==> config.mk <==
export PLATFORM = sky130hd
export DESIGN_NAME = pipeline_loader
export DESIGN_NICKNAME = d
export VERILOG_FILES = /design/src/rtl/pipeline_pkg.sv /design/src/rtl/pipeline_loader.sv
export SDC_FILE = /design/constraint.sdc
export NUM_CORES = 1
export LEC_CHECK = 0
export ABC_CLOCK_PERIOD_IN_PS = 2730
export CAP_MARGIN = 20
export CORE_MARGIN = 4
export CORE_UTILIZATION = 53
export DETAILED_ROUTE_END_ITERATION = 10
export PLACE_DENSITY = 0.84
export SYNTH_ARGS = -nofsm -noshare
export SYNTH_HDL_FRONTEND = slang
export SYNTH_SLANG_ARGS = --single-unit
==> constraint.sdc <==
create_clock -name clk -period 2.73 [get_ports clk]
set_input_delay 0.546 -clock clk [delete_from_list [all_inputs] [get_ports clk]]
set_output_delay 0.546 -clock clk [all_outputs]
set_load 0.02 [all_outputs]
==> src/rtl/pipeline_pkg.sv <==
// rtl/pipeline_pkg.sv - shared loader state encoding, fill modes and pipeline opcode/funct constants
package pipeline_pkg;

  typedef enum logic [2:0] {
    IDLE = 3'd0,
    FILL = 3'd1,
    LOAD = 3'd2,
    HOLD = 3'd3,
    RUN  = 3'd4,
    DONE = 3'd5
  } loader_state_t;

  localparam int FILL_ZERO  = 0;
  localparam int FILL_INDEX = 1;

  // Primary opcodes of the five-stage pipeline
  localparam logic [5:0] R_TYPE     = 6'h00;
  localparam logic [5:0] LOAD_WORD  = 6'h23;
  localparam logic [5:0] STORE_WORD = 6'h2b;
  localparam logic [5:0] BRANCH_EQ  = 6'h04;
  localparam logic [5:0] JUMP       = 6'h02;

  // R-type funct field
  localparam logic [5:0] AND = 6'h24;
  localparam logic [5:0] OR  = 6'h25;
  localparam logic [5:0] ADD = 6'h20;
  localparam logic [5:0] SUB = 6'h22;
  localparam logic [5:0] SLT = 6'h2a;
  localparam logic [5:0] NOR = 6'h27;

endpackage

==> src/rtl/pipeline_loader.sv <==
// rtl/pipeline_loader.sv - fills data memory, streams a program into instruction memory, then runs the pipeline
module pipeline_loader
  import pipeline_pkg::*;
#(
  parameter int DATA_W     = 32,
  parameter int IMEM_AW    = 6,
  parameter int DMEM_AW    = 6,
  parameter int FILL_MODE  = 1,
  parameter int RST_HOLD   = 2,
  parameter int RUN_CYCLES = 10
) (
  input  logic               clk,
  input  logic               rst,
  input  logic               start,
  input  logic               s_valid,
  output logic               s_ready,
  input  logic [DATA_W-1:0]  s_data,
  input  logic               s_last,
  output logic               imem_we,
  output logic [IMEM_AW-1:0] imem_addr,
  output logic [DATA_W-1:0]  imem_wdata,
  output logic               dmem_we,
  output logic [DMEM_AW-1:0] dmem_addr,
  output logic [DATA_W-1:0]  dmem_wdata,
  output logic               cpu_rst,
  output logic               busy,
  output logic               done,
  output logic               overflow
);

  localparam logic [IMEM_AW-1:0] IMEM_LAST = '1;
  localparam logic [DMEM_AW-1:0] DMEM_LAST = '1;
  localparam logic [31:0]        HOLD_LAST = 32'(RST_HOLD - 1);
  localparam logic [31:0]        RUN_LAST  = 32'(RUN_CYCLES - 1);

  loader_state_t      state;
  logic [IMEM_AW-1:0] word_cnt;
  logic [31:0]        hold_cnt;
  logic [31:0]        run_cnt;
  logic               accept;

  assign accept = (state == LOAD) && s_valid && s_ready;

  function automatic logic [DATA_W-1:0] fill_value(input logic [DMEM_AW-1:0] addr);
    if (FILL_MODE == FILL_INDEX) return DATA_W'(addr);
    return '0;
  endfunction

  // dmem_addr doubles as the fill counter; word_cnt tracks the next imem slot
  always_ff @(posedge clk) begin
    if (!rst) begin
      state      <= IDLE;
      word_cnt   <= '0;
      hold_cnt   <= '0;
      run_cnt    <= '0;
      s_ready    <= 1'b0;
      imem_we    <= 1'b0;
      imem_addr  <= '0;
      imem_wdata <= '0;
      dmem_we    <= 1'b0;
      dmem_addr  <= '0;
      dmem_wdata <= '0;
      cpu_rst    <= 1'b1;
      busy       <= 1'b0;
      done       <= 1'b0;
      overflow   <= 1'b0;
    end else begin
      imem_we <= 1'b0;
      case (state)
        IDLE, DONE: begin
          if (start) begin
            state      <= FILL;
            busy       <= 1'b1;
            done       <= 1'b0;
            overflow   <= 1'b0;
            cpu_rst    <= 1'b1;
            word_cnt   <= '0;
            hold_cnt   <= '0;
            run_cnt    <= '0;
            dmem_we    <= 1'b1;
            dmem_addr  <= '0;
            dmem_wdata <= fill_value('0);
          end
        end
        FILL: begin
          if (dmem_addr == DMEM_LAST) begin
            state   <= LOAD;
            dmem_we <= 1'b0;
            s_ready <= 1'b1;
          end else begin
            dmem_addr  <= dmem_addr + 1'b1;
            dmem_wdata <= fill_value(dmem_addr + 1'b1);
          end
        end
        LOAD: begin
          if (accept) begin
            imem_we    <= 1'b1;
            imem_addr  <= word_cnt;
            imem_wdata <= s_data;
            // The top slot ends loading either way; only a missing s_last flags overflow
            if (s_last || word_cnt == IMEM_LAST) begin
              s_ready  <= 1'b0;
              overflow <= !s_last;
              if (RST_HOLD == 0) begin
                state   <= RUN;
                cpu_rst <= 1'b0;
              end else begin
                state <= HOLD;
              end
            end
            if (word_cnt != IMEM_LAST) word_cnt <= word_cnt + 1'b1;
          end
        end
        HOLD: begin
          if (hold_cnt == HOLD_LAST) begin
            state   <= RUN;
            cpu_rst <= 1'b0;
          end else begin
            hold_cnt <= hold_cnt + 1'b1;
          end
        end
        RUN: begin
          if (RUN_CYCLES != 0 && run_cnt == RUN_LAST) begin
            state   <= DONE;
            cpu_rst <= 1'b1;
            busy    <= 1'b0;
            done    <= 1'b1;
          end else begin
            run_cnt <= run_cnt + 1'b1;
          end
        end
        default: state <= IDLE;
      endcase
    end
  end

endmodule

==> impl_results.md, run 1 <==
- Status: finished, final reports clean
- Setup_tns: 0 ps
- Worst-margin pin slew: between 900 and 1000 ps
- Inst Count DP: 1021
- WL final: 17.6 mm
- Clk root buf: clkbuf_16
- Worst vdd ir: approximately 0.45 mV
- PortBufs: 93
- Final nets: 940
- Post-synthesis cell type count: 75
- Leakage power total: around 2.8 nW
- Hold Startpoint: imem_addr[3]$_SDFFE_PN0P_
- Final hold slack: approximately 450 ps
- Mapped Cells: approximately 800
- CP Class: flip-flop to flip-flop
- Storage cell area: 2480 um^2
- Reg2reg end: run_cnt[18]$_SDFFE_PN0P_
- FP Rows: 39
- Fin. Hold Viols: 0
- Synth area leaders: dfxtp_1 (39%), nand2_1 (7.7%), a21oi_1 (6.0%)
- RSZ-0062 raised after global routing: no
- Core Util, Final: between 70% and 80%
- Congestion Overflow GR: 0
- Layout Cells excl Fill: 1053
- Fillers: roughly 940
- Synth top area share: 38.7%
- Final Power: 5.68 mW
- Count leader, synth: nand2_1
- Critical path arrival: ~2800 ps
- PD cells: ~700 nW/um^2
- Layout cell share with drive strength beyond 1: 10.4%
- DRC errors left: 0
- CTS tree: yes
- Initial Util: a little under three fifths
- Boundary Pins: 120
- FF+latch count, synth: around 120
- Final Skew: roughly 7 ps
- Final Setup Violations: 0
- Sink Count: about 120
- Syn Area/Cell: 8.00 um^2
- Syn. warnings: 0
- Max Clock Freq: 0.412 GHz
- Commonest register cell after synthesis: dfxtp_1
- Vias/cell: just over 6
- Syn Std Cell Area: around 6400 um^2
- DR vias: approximately 6400
- Worst R2R Path Depth: 6
- Placer Congestion: a little under 0.9
- Clk buf depth: 2
- Post-synth top area cell: dfxtp_1
- Die area: approximately 14000 um^2
- Number of flops mapped to enable cells by yosys: 0
- Largest net degree at the start of global routing: 39
- Minimum clock period: 2430 ps
- Post-DR wirelength/cell: 16.7 um
- Post-synth top cells: nand2_1 (132), dfxtp_1 (124), a21oi_1 (77)
- Number of global-route vias before repair: 5942
- CTS H-Tree Depth: 4
- Worst Hold Class: flip-flop to flip-flop
- Crit path capture type: flip-flop
- Hold path depth: 2
- Total GRT Usage: between 20 and 30%
- Global-route wire length before repair: approximately 29 mm
- Clock latency on the worst-skew pair: approximately 420 ps
- Initial antenna violation count: 0
- Worst R2R Start: state[2]$_SDFFE_PN0P_
- Final ANT Viol Nets: 0
- Post-synthesis async set-or-reset flop share: 0%
- Hold endpoint: imem_addr[3]$_SDFFE_PN0P_
- R2R setup slack: around 300 ps
- Drt initial violations: 541
- Max_slew headroom: about a third
- Post-DP HPWL: about 12 mm
- Max-cap violations: 0
- Die Span X: approximately 120 um
- Die Span Y: between 100 and 150 um
- Slew Viols, Final: 0
- Seq/Total Area, Yosys: a little under 40%
- CORE AREA: 11600 um^2
- Layout Area Growth over Synthesis: 26.9%
- N_diodes: 0
- CTS buffer count: 17
- Clock Pin Slew Worst Setup and Hold Paths: ~60 ps
- Area of the multi-input gates: about 3500 um^2
- Setup crit start kind: flip-flop
- First-pass DRT Iterations: 5
- Worst EP required: 3090 ps
- Crit Path Max Fanout: 19
- Ratio of final minimum period to clock period: 88.9%
==> state kept, by name, summed over array words and instances (netlist names), 3 cells and up <==
register / cells
hold_cnt: 32
word_cnt: 6
run_cnt: 32
dmem_wdata: 6
imem_addr: 6
imem_wdata: 32
state: 3
==> placed cells by master (no fill, tap or decap), types with 7 or more instances in the layout <==
cell type | Yosys | layout
nor2_1 | 41 | 41
clkdlybuf4s50_1 | 0 | 92
a22oi_1 | 10 | 10
nand4_1 | 23 | 23
nor3_1 | 18 | 18
mux2i_1 | 12 | 12
nand3_1 | 38 | 38
a31oi_1 | 13 | 13
conb_1 | 1 | 26
o21ai_1 | 12 | 12
and4_1 | 7 | 7
a41oi_1 | 8 | 8
xnor2_1 | 7 | 7
buf_4 | 32 | 42
clkbuf_16 | 0 | 17
and2_1 | 7 | 7
and3_1 | 18 | 18
a21oi_1 | 77 | 77
a311oi_1 | 12 | 12
dfxtp_1 | 124 | 124
inv_1 | 18 | 18
nor4_1 | 21 | 21
nand2_1 | 132 | 132
o21ai_0 | 14 | 14
==> power breakdown <==
group / internal (mW) / switching, mW
Clock: 1.64 / 0.846
Combinational: 0.485 / 0.766
Sequential: 1.87 / 0.0697
Total: 4.00 / 1.68
==> worst max-delay path, cell delays in order, from the launching register on <==
cell     delay [ps]
dfxtp_1         350
buf_4           180
nor3b_1         490
nand2_1         200
a21oi_2         750
a41oi_1         210
a31oi_1         170
==> worst max path at each step <==
| stage | from | endpoint | slack (ps) |
|---|---|---|---|
| global placement | start | hold_cnt[13]$_SDFFE_PN0P_ | 120 |
| global route | state[2]$_SDFFE_PN0P_ | run_cnt[18]$_SDFFE_PN0P_ | 160 |
| CTS | run_cnt[1]$_SDFFE_PN0P_ | run_cnt[14]$_SDFFE_PN0P_ | 120 |
| detailed placement | start | hold_cnt[13]$_SDFFE_PN0P_ | 100 |
| finish | state[2]$_SDFFE_PN0P_ | run_cnt[18]$_SDFFE_PN0P_ | 300 |
| floorplan | hold_cnt[0]$_SDFFE_PN0P_ | hold_cnt[30]$_SDFFE_PN0P_ | 710 |
==> cell families after synthesis <==
| logic type | Yosys count | synth area share, % |
|---|---|---|
| buffers and inverters | 104 | 8.25 |
| AOI/OAI and AO/OA | 200 | 20.9 |
| muxes | 12 | 1.87 |
| and+or+nand+nor | 344 | 27.6 |
| adders and majority gates | 7 | 1.33 |
| DFF | 124 | 38.7 |
| other | 1 | 0.0584 |
| xor gates and xnor gates | 10 | 1.36 |
==> metrics by stage <==
stage / instance area [um^2] / setup WS (ps)
6_report: 8150 / 303
5_1_grt: 8150 / 165
4_1_cts: 8140 / 119
3_5_place_dp: 7480 / 99.8
3_3_place_gp: 7480 / 121
2_1_floorplan: 6510 / 706
==> what timing repair did <==
item | 4_1_cts | 5_1_grt
hold buffers | 0 | 0
endpoints found under the setup margin | 0 | 15
gates resized for setup | 0 | 1
buffers inserted | 0 | 0
==> area by class of cell <==
type | instances | share of cell area, %
clock inverters | 14 | 2.67
inverters | 20 | 0.922
flip-flops and latches | 124 | 30.5
clock buffers | 18 | 5.39
well taps | 143 | 2.20
repair buffers | 135 | 15.2
multi-input cells | 599 | 43.1
==> routing by layer <==
layer | global-route usage (%) | wire length (um) | part of all wire (%)
met3 | 6.39 | 1250 | 7.1
met4 | 9.45 | 363 | 2.1
met2 | 42.2 | 8670 | 49
met5 | 0 | 0 | 0
met1 | 31.0 | 7340 | 42
Power figures use the tool's default switching activity.
==> run 2, diff against run 1 <==
--- a/config.mk
+++ b/config.mk
@@ -10,6 +10,7 @@
 export CORE_MARGIN = 4
 export CORE_UTILIZATION = 53
 export DETAILED_ROUTE_END_ITERATION = 10
+export GPL_ROUTABILITY_DRIVEN = 0
 export PLACE_DENSITY = 0.84
 export SYNTH_ARGS = -nofsm -noshare
 export SYNTH_HDL_FRONTEND = slang
==> results of run 2 <==
The final DEF is identical to that of run 1; final timing and power are the same.
